`src/rtl/src_line_loader.sv`:
```
// Pulls header+payload transfers off an FWFT source FIFO and writes the payload
// lines to consecutive line addresses of a local memory port.
module src_line_loader #(
  parameter int          ADDR_WIDTH = 14,
  parameter logic [31:0] MAGIC      = 32'h4D535055
) (
  input  logic                  clk,
  input  logic                  rst_n,
  input  logic                  en,
  input  logic [511:0]          fifo_q,
  input  logic                  fifo_empty,
  output logic                  fifo_re,
  output logic [ADDR_WIDTH-1:0] mem_addr,
  output logic [511:0]          mem_wdata,
  output logic                  mem_we,
  input  logic                  mem_ready,
  output logic                  busy,
  output logic                  done,
  output logic                  err_magic,
  output logic [15:0]           err_count,
  output logic [31:0]           line_count
);

  typedef enum logic [1:0] {S_HDR, S_DATA, S_FLUSH, S_DONE} state_t;

  state_t                state;
  logic [ADDR_WIDTH-1:0] base;
  logic [ADDR_WIDTH-1:0] idx;
  logic [15:0]           rem;
  logic                  accept;

  logic [31:0]           hdr_magic;
  logic [ADDR_WIDTH-1:0] hdr_base;
  logic [15:0]           hdr_n;

  assign hdr_magic = fifo_q[31:0];
  assign hdr_base  = fifo_q[32 +: ADDR_WIDTH];
  assign hdr_n     = fifo_q[79:64];

  assign accept = mem_we & mem_ready;
  assign busy   = (state == S_DATA) | (state == S_FLUSH);

  // A payload pop is allowed whenever the write register is free or retiring.
  always_comb begin
    fifo_re = ~fifo_empty & (((state == S_HDR) & en) |
                             ((state == S_DATA) & (~mem_we | mem_ready)));
  end

  always_ff @(posedge clk or negedge rst_n) begin
    if (!rst_n) begin
      state      <= S_HDR;
      base       <= '0;
      idx        <= '0;
      rem        <= '0;
      mem_we     <= 1'b0;
      mem_addr   <= '0;
      mem_wdata  <= '0;
      done       <= 1'b0;
      err_magic  <= 1'b0;
      err_count  <= '0;
      line_count <= '0;
    end else begin
      done      <= 1'b0;
      err_magic <= 1'b0;
      if (accept) begin
        line_count <= line_count + 32'd1;
        mem_we     <= 1'b0;
      end
      case (state)
        S_HDR: if (fifo_re) begin
          if (hdr_magic != MAGIC) begin
            err_magic <= 1'b1;
            if (err_count != 16'hFFFF) err_count <= err_count + 16'd1;
          end else if (hdr_n == 16'd0) begin
            done  <= 1'b1;
            state <= S_DONE;
          end else begin
            base  <= hdr_base;
            idx   <= '0;
            rem   <= hdr_n;
            state <= S_DATA;
          end
        end
        S_DATA: if (fifo_re) begin
          // Loading a new line overrides the retire-clear above.
          mem_we    <= 1'b1;
          mem_wdata <= fifo_q;
          mem_addr  <= base + idx;
          idx       <= idx + 1'b1;
          rem       <= rem - 16'd1;
          if (rem == 16'd1) state <= S_FLUSH;
        end
        S_FLUSH: if (accept) begin
          done  <= 1'b1;
          state <= S_DONE;
        end
        S_DONE: state <= S_HDR;
        default: state <= S_HDR;
      endcase
    end
  end

endmodule
```
`config.mk`:
```
export PLATFORM = sky130hd
export DESIGN_NAME = src_line_loader
export DESIGN_NICKNAME = d
export VERILOG_FILES = /design/src/rtl/src_line_loader.sv
export SDC_FILE = /design/constraint.sdc
export NUM_CORES = 1
export LEC_CHECK = 0
export BUFFER_PORTS_ARGS = -buffer_cell sky130_fd_sc_hd__buf_2
export CORE_AREA = 2 2 427 429
export DETAILED_ROUTE_END_ITERATION = 12
export DIE_AREA = 0 0 429 431
export GPL_ROUTABILITY_DRIVEN = 0
export PLACE_DENSITY = 0.41
export SETUP_SLACK_MARGIN = 0.15
export SLEW_MARGIN = 40
export SYNTH_ARGS = -nofsm -noshare
export SYNTH_HDL_FRONTEND = slang
export SYNTH_SLANG_ARGS = --single-unit
```
`constraint.sdc`:
```
create_clock -name clk -period 3.2 [get_ports clk]
set_clock_uncertainty 0.05 [all_clocks]
set_input_delay 0.96 -clock clk [delete_from_list [all_inputs] [get_ports clk]]
set_output_delay 0.96 -clock clk [all_outputs]
set_load 0.01 [all_outputs]
```
==> impl_results.rst, run 1 <==
.. list-table::
   :header-rows: 1

   * - Metric
     - Value
   * - Commonest cells in the netlist
     - 1598 x sky130_fd_sc_hd__nand2_1, 623 x sky130_fd_sc_hd__dfrtp_1, 120 x sky130_fd_sc_hd__clkbuf_1, 37 x sky130_fd_sc_hd__xnor2_1, 35 x sky130_fd_sc_hd__o21ai_0
   * - Filler Cells Inserted
     - 20300
   * - Residual antenna-violating net count after detailed routing
     - 0
   * - Clock tree from TritonCTS
     - done
   * - Outcome
     - complete, no violations
   * - Power per standard cell area
     - 778 nW/µm²
   * - Clock Path Buffers
     - 3
   * - Post-detailed-route wirelength per cell
     - 19.0 µm
   * - Minimum setup slack in the final design
     - 0.314 ns
   * - Library cell occupying the most area in the post-synthesis netlist
     - sky130_fd_sc_hd__dfrtp_1
   * - Overall die height
     - 431 µm
   * - Vias
     - 22900
   * - Share of flip-flops with an asynchronous set or reset after synthesis
     - 100%
   * - Clock insertion delay at the later pin of the skew report
     - 0.69 ns
   * - Global Route Usage Sum
     - 12.6%
   * - Number of synthesized flops with an enable pin
     - 0
   * - Initial Util
     - 13.8%
   * - Biggest fanout along the worst timing path
     - 7
   * - Ratio of routed vias to standard cells
     - 3.60
   * - Detailed placement HPWL
     - 97300 µm
   * - Routed WL
     - 121000 µm
   * - Highest Clock Rate
     - 0.346 GHz
   * - Wire length of the first global-routing pass
     - 168000 µm
   * - Buffer type at the clock tree root
     - sky130_fd_sc_hd__clkbuf_16
   * - Number of hold-slack violations in the final timing report
     - 0
   * - Register-to-register path setup slack
     - 0.53 ns
   * - Fin Setup TNS
     - 0 ns
   * - Most common cell in the netlist
     - sky130_fd_sc_hd__nand2_1
   * - Crit path kind
     - reg -> out
   * - Final global-route overflow total
     - 0
   * - Synthesis-to-layout area growth
     - 47.4%
   * - Final core occ
     - 20.4%
   * - Footprint of the multi-input gates
     - 8790 µm²
   * - Sequential cell area
     - 15600 µm²
   * - Endpoint kind of the worst setup timing path
     - primary output
   * - Critical path required time
     - 2.19 ns
   * - Startpoint class of the critical path
     - flop
   * - Port Buf Inserts
     - 1095
   * - Crit share post-route
     - 90.2%
   * - Worst setup path startpoint
     - state[0]
   * - DRC
     - 0
   * - Seq/Total Area, Yosys
     - 62.6%
   * - Non-filler cells in the finished layout
     - 6353
   * - Biggest area contributors in the synthesized netlist
     - sky130_fd_sc_hd__dfrtp_1 63%, sky130_fd_sc_hd__nand2_1 24%, sky130_fd_sc_hd__clkbuf_1 1.8%
   * - Number of buffers inserted by post-CTS setup repair
     - 0
   * - Top-level I/O count
     - 1096
   * - Most used flip-flop cell after synthesis
     - sky130_fd_sc_hd__dfrtp_1
   * - Reported leakage power
     - 20.4 nW
   * - Reg2reg start
     - idx[0]
   * - Worst min path class
     - in -> async
   * - Clock sink count
     - 623
   * - Core Rows
     - 156
   * - Fraction of final layout cells sized beyond drive strength 1
     - 34.6%
   * - Vias in the first global route
     - 22600
   * - Reported max-cap violation count
     - 0
   * - Pin count of the biggest net entering global routing
     - 82
   * - Number of flip-flops and latches in the synthesized netlist
     - 623
   * - Worst R2R End
     - mem_addr[12]
   * - Number of distinct library cells after synthesis
     - 60
   * - Yosys Warn Count
     - 0
   * - Final-stage net count
     - 4440
   * - Post-CTS clock slew at the launch and capture registers of the worst setup and hold paths
     - 0.06 ns
   * - Worst relative slew slack
     - 65.2%
   * - X dimension of the die
     - 429 µm
   * - Final number of max-transition violations
     - 0
   * - First-iteration detailed-routing DRC count
     - 1353
   * - Die area
     - 185000 µm²
   * - H-tree depth reported by CTS
     - 3
   * - Critical path capture point
     - fifo_re
   * - Critical path data arrival time
     - 1.88 ns
   * - Syn Nets
     - 3281
   * - Number of detailed-route iterations in the first pass
     - 7
   * - Antenna violations before repair
     - 48
   * - Total clock buffers created by CTS
     - 77
   * - Minimum clock period
     - 2.89 ns
   * - Synthesized instance count
     - 2741
   * - Synth top area share
     - 62.6%
   * - Pre-CTS setup slack
     - 0.135 ns
   * - Maximum ir drop on the vdd rail
     - 0.396 mV
   * - Placed cells
     - 6191
   * - Unrepaired setup endpoints after global routing
     - no
   * - Mean instance size in the synthesized netlist
     - 9.09 µm²
   * - Slew of the pin with the lowest slew margin
     - 0.518 ns
   * - Std-Cell Core Area
     - 180000 µm²
   * - Reg2reg path depth
     - 10
   * - Synth Cell Area
     - 24900 µm²
   * - Final-report setup violation count
     - 0
==> cells by family after synthesis <==
group | Yosys count | share of synthesized area [%]
AOI/OAI and AO/OA | 109 | 2.84
xor gates and xnor gates | 58 | 2.04
adders and majority gates | 23 | 1.19
buffers and inverters | 145 | 2.26
DFF | 623 | 62.6
muxes | 24 | 1.05
and+or+nand+nor | 1759 | 28.0
==> power breakdown <==
part	switching, mW	internal [mW]	total [mW]
combinational	4.72	3.01	7.73
sequential	1.55	10.5	12.0
clock	3.71	5.09	8.80
total	9.99	18.6	28.6
==> through the flow <==
step                      hold WS (ns)  cell area, µm²  total power, mW
after global placement           0.402           34100             20.0
after floorplan                  0.436           24900             15.1
after global routing            0.0949           36700             30.4
final                            0.130           36700             28.6
after CTS                       0.0518           36700             29.2
after detailed placement         0.406           34100             20.0
==> repair_timing <==
item	CTS	global route
hold buffers	0	0
setup endpoints to repair	1	1
gates resized for setup	3	1
==> metal layers <==
layer | routed length [µm] | track usage, % | vias to the layer above
li1 | - | - | 11000
met4 | 3960 | 4.58 | 8
met5 | 49 | 0 | -
met3 | 9610 | 4.40 | 180
met1 | 46500 | 14.4 | 10900
met2 | 60600 | 21.5 | 792
==> registers in the layout, indices dropped and copies added, names as in the netlist, 2 cells and up <==
signal and count:
line_count 32, state 2, rem 16, err_count 16, base 14, mem_addr 14
mem_wdata 512, idx 14
==> critical path: stages, from the launching register on <==
cell and delay (ns):
sky130_fd_sc_hd__dfrtp_1 0.38, sky130_fd_sc_hd__inv_1 0.16, sky130_fd_sc_hd__ha_4 0.21, sky130_fd_sc_hd__nand2_1 0.09
sky130_fd_sc_hd__a21oi_2 0.16, sky130_fd_sc_hd__buf_2 0.18
==> placed cells by master, fill, tap and decap left out, types with 4 or more instances in the layout <==
| cell type | count |
|---|---|
| sky130_fd_sc_hd__a211oi_1 | 4 |
| sky130_fd_sc_hd__a21oi_1 | 23 |
| sky130_fd_sc_hd__a22o_1 | 5 |
| sky130_fd_sc_hd__a22oi_1 | 5 |
| sky130_fd_sc_hd__and2_1 | 5 |
| sky130_fd_sc_hd__and3_1 | 17 |
| sky130_fd_sc_hd__buf_12 | 31 |
| sky130_fd_sc_hd__buf_2 | 1094 |
| sky130_fd_sc_hd__buf_4 | 86 |
| sky130_fd_sc_hd__clkbuf_1 | 13 |
| sky130_fd_sc_hd__clkbuf_16 | 77 |
| sky130_fd_sc_hd__clkbuf_8 | 17 |
| sky130_fd_sc_hd__clkinv_2 | 16 |
| sky130_fd_sc_hd__clkinvlp_4 | 4 |
| sky130_fd_sc_hd__dfrtp_1 | 623 |
| sky130_fd_sc_hd__diode_2 | 25 |
| sky130_fd_sc_hd__ha_1 | 20 |
| sky130_fd_sc_hd__inv_1 | 12 |
| sky130_fd_sc_hd__inv_6 | 4 |
| sky130_fd_sc_hd__mux2_2 | 18 |
| sky130_fd_sc_hd__mux2i_1 | 6 |
| sky130_fd_sc_hd__nand2_1 | 1598 |
| sky130_fd_sc_hd__nand2b_1 | 5 |
| sky130_fd_sc_hd__nand3_1 | 26 |
| sky130_fd_sc_hd__nand4_1 | 17 |
| sky130_fd_sc_hd__nor2_1 | 29 |
| sky130_fd_sc_hd__nor3_1 | 26 |
| sky130_fd_sc_hd__nor4_1 | 5 |
| sky130_fd_sc_hd__o211ai_1 | 4 |
| sky130_fd_sc_hd__o21a_1 | 5 |
| sky130_fd_sc_hd__o21ai_0 | 35 |
| sky130_fd_sc_hd__o22ai_1 | 8 |
| sky130_fd_sc_hd__or3_1 | 4 |
| sky130_fd_sc_hd__or4_1 | 4 |
| sky130_fd_sc_hd__xnor2_1 | 37 |
| sky130_fd_sc_hd__xor2_1 | 21 |
==> worst min-delay path by stage <==
stage	start	endpoint	slack, ns	cells after the start
6_report	rst_n	mem_wdata[170]	0.13	1
5_1_grt	rst_n	mem_wdata[170]	0.09	1
4_1_cts	rst_n	mem_wdata[170]	0.05	1
3_5_place_dp	mem_wdata[437]	mem_wdata[437]	0.41	2
3_3_place_gp	mem_wdata[454]	mem_wdata[454]	0.40	2
2_1_floorplan	base[0]	base[0]	0.44	1
==> final cells by class <==
type / count / area share (%)
sequential: 623 / 42.5
multi-input combinational: 1973 / 23.9
timing repair buffer: 1212 / 18.4
tap: 2370 / 8.08
clock buffer: 107 / 6.02
clock inverter: 30 / 0.804
antenna: 25 / 0.170
inverter: 13 / 0.133
No activity file was read; power rests on OpenSTA's default activity.
==> run 2: changes to the inputs <==
- CELL_PAD_IN_SITES_DETAIL_PLACEMENT: default -> 1
- CELL_PAD_IN_SITES_GLOBAL_PLACEMENT: default -> 2
- CORE_AREA: 2 2 427 429 -> 2 2 424 426
- DIE_AREA: 0 0 429 431 -> 0 0 426 428
- PLACE_DENSITY: 0.41 -> 0.56
==> impl_results.rst, run 2 (synthesized netlist as in run 1, its figures left out) <==
.. list-table::
   :header-rows: 1

   * - Metric
     - Value
   * - Number of buffers inserted by post-CTS setup repair
     - 0 (unchanged)
   * - Power per standard cell area
     - 807 nW/µm² (+3.6%)
   * - CP max stage delay
     - 0.40 ns (+0.02 ns)
   * - Vias
     - 23100 (+0.82%)
   * - Detailed placement HPWL
     - 101000 µm (+3.4%)
   * - Die area
     - 182000 µm² (-1.4%)
   * - H-tree depth reported by CTS
     - 3 (unchanged)
   * - Final global-route overflow total
     - 0 (unchanged)
   * - CTS Hold Bufs
     - 0 (unchanged)
   * - Number of hold-slack violations in the final timing report
     - 0 (unchanged)
   * - Overall die height
     - 428 µm (-0.70%)
   * - Startpoint class of the critical path
     - flop
   * - Critical path data arrival time
     - 1.88 ns (about the same)
   * - Commonest non-fill, non-tap cell in the layout
     - sky130_fd_sc_hd__nand2_1
   * - First-iteration detailed-routing DRC count
     - 1101 (-19%)
   * - Register ranked first by flip-flop count
     - mem_wdata
   * - Wire length of the first global-routing pass
     - 180000 µm (+7.4%)
   * - Final number of max-transition violations
     - 0 (unchanged)
   * - Initial Util
     - 14.0% (+0.20 points)
   * - Reported leakage power
     - 20.5 nW (+0.80%)
   * - Total clock buffers created by CTS
     - 86 (+12%)
   * - Clock tree from TritonCTS
     - done
   * - Worst relative slew slack
     - 57.4% (-7.8 points)
   * - Top-level I/O count
     - 1096 (unchanged)
   * - Critical path buffer and inverter count
     - 2 (unchanged)
   * - DRC
     - 0 (unchanged)
   * - Clock Path Buffers
     - 3 (unchanged)
   * - Commonest cells after routing, fill and taps aside
     - 1598 x sky130_fd_sc_hd__nand2_1, 1093 x sky130_fd_sc_hd__buf_2, 623 x sky130_fd_sc_hd__dfrtp_1
   * - Worst min path class
     - in -> async
   * - Std-Cell Core Area
     - 178000 µm² (-1.4%)
   * - CP cell instances
     - inv_2, ha_2, nand2_1, a21oi_2, buf_6
   * - Outcome
     - complete, no violations
   * - Pre-CTS setup slack
     - -0.244 ns (-0.380 ns)
   * - Post-detailed-route wirelength per cell
     - 20.1 µm (+5.8%)
   * - Family with the most delay on the worst path
     - flip-flops
   * - Clock insertion delay at the later pin of the skew report
     - 0.71 ns (+0.02 ns)
   * - Antenna violations before repair
     - 37 (-23%)
   * - Minimum setup slack in the final design
     - 0.311 ns (-0.00245 ns)
   * - Placed cell areas
     - 34000 µm² (-0.40%)
   * - Minimum clock period
     - 2.89 ns (+0.00245 ns)
   * - Pin count of the biggest net entering global routing
     - 79 (-3.7%)
   * - Final-stage net count
     - 4441 (+0.023%)
   * - Highest Clock Rate
     - 0.346 GHz (about the same)
   * - Regs by FF count
     - mem_wdata x512, line_count x32
   * - Crit path kind
     - reg -> out
   * - Post-route worst hold slack
     - 0.198 ns (+0.0683 ns)
   * - Biggest fanout along the worst timing path
     - 4 (-3)
   * - Max reg flops
     - 512 (unchanged)
   * - Filler Cells Inserted
     - 21200 (+4.4%)
   * - Unrepaired setup endpoints after global routing
     - no
   * - Endpoint kind of the worst setup timing path
     - primary output
   * - Ratio of routed vias to standard cells
     - 3.64 (+1.1%)
   * - Crit share post-route
     - 90.3% (about the same)
   * - Post-CTS clock slew at the launch and capture registers of the worst setup and hold paths
     - 0.06 ns (about the same)
   * - Total chip power
     - 29.9 mW (+4.5%)
   * - Critical path required time
     - 2.19 ns (about the same)
   * - Routed WL
     - 127000 µm (+5.5%)
   * - Global Route Usage Sum
     - 13.7% (+1.1 points)
   * - Final-report setup violation count
     - 0 (unchanged)
   * - Vias in the first global route
     - 24100 (+6.4%)
   * - Reported max-cap violation count
     - 0 (unchanged)
   * - Port Buf Inserts
     - 1095 (unchanged)
   * - Number of detailed-route iterations in the first pass
     - 5 (-2)
   * - X dimension of the die
     - 426 µm (-0.70%)
   * - Synthesis-to-layout area growth
     - 48.6%
   * - Clock sink count
     - 623 (unchanged)
   * - Final design instance area without fill
     - 37000 µm² (+0.83%)
   * - Fin Setup TNS
     - 0 ns (unchanged)
   * - Core Rows
     - 155 (-0.64%)
   * - Maximum ir drop on the vdd rail
     - 0.366 mV (-7.6%)
   * - Critical path's slowest cell
     - sky130_fd_sc_hd__dfrtp_1
   * - Buffer type at the clock tree root
     - sky130_fd_sc_hd__clkbuf_16
   * - Residual antenna-violating net count after detailed routing
     - 0 (unchanged)
   * - Fraction of final layout cells sized beyond drive strength 1
     - 34.8% (+0.19 points)
   * - Slew of the pin with the lowest slew margin
     - 0.634 ns (+0.115 ns)
==> run 2: worst paths after layout <==
kind / start / end / cells past startpoint / slack, ns
setup / recovery: state[1] / fifo_re / 5 / 0.31
hold / removal: rst_n / mem_wdata[258] / 1 / 0.20
setup reg to reg: idx[0] / mem_addr[12] / 10 / 0.53
hold reg to reg: mem_wdata[202] / mem_wdata[202] / 2 / 0.41
max in group asynchronous: rst_n / mem_addr[13] / 2 / 1.99
min in group clk: fifo_q[112] / mem_wdata[112] / 3 / 0.39
==> run 2: repair_timing <==
action | in CTS | in global routing
endpoints found under the setup margin | 1 | 1
pin swaps | 0 | 1
hold endpoints to repair | 0 | 0
resized for setup | 6 | 1
==> run 2: area by class of cell <==
cell class | count | area (µm²) | area share (%)
antenna | 13 | 32.5 | 0.0879
clock buffer | 124 | 2530 | 6.85
clock inverter | 31 | 434 | 1.17
inverter | 13 | 48.8 | 0.132
multi-input combinational | 1973 | 8790 | 23.8
sequential | 623 | 15600 | 42.1
tap | 2355 | 2950 | 7.96
timing repair buffer | 1204 | 6640 | 17.9
==> run 2: through the flow <==
| stage | util [%] | instances |
|---|---|---|
| floorplan | - | 2741 |
| global placement | 19.1 | 6168 |
| detailed placement | 19.1 | 6168 |
| CTS | 20.8 | 6323 |
| global route | 20.8 | 6331 |
| finish | 20.8 | 6336 |
==> run 2: layer usage <==
metal / GRT usage, % / vias to the layer above / wire (µm)
li1: - / 10900 / -
met1: 15.9 / 11300 / 50900
met2: 23.2 / 647 / 62900
met3: 4.28 / 196 / 9150
met4: 5.56 / 24 / 4290
met5: 0 / - / 154
==> run 2: report_power, final <==
group / switching (mW) / leakage, nW / internal [mW]
combinational: 4.80 / 11.0 / 3.00
sequential: 1.42 / 8.07 / 10.5
clock: 3.99 / 1.46 / 6.15
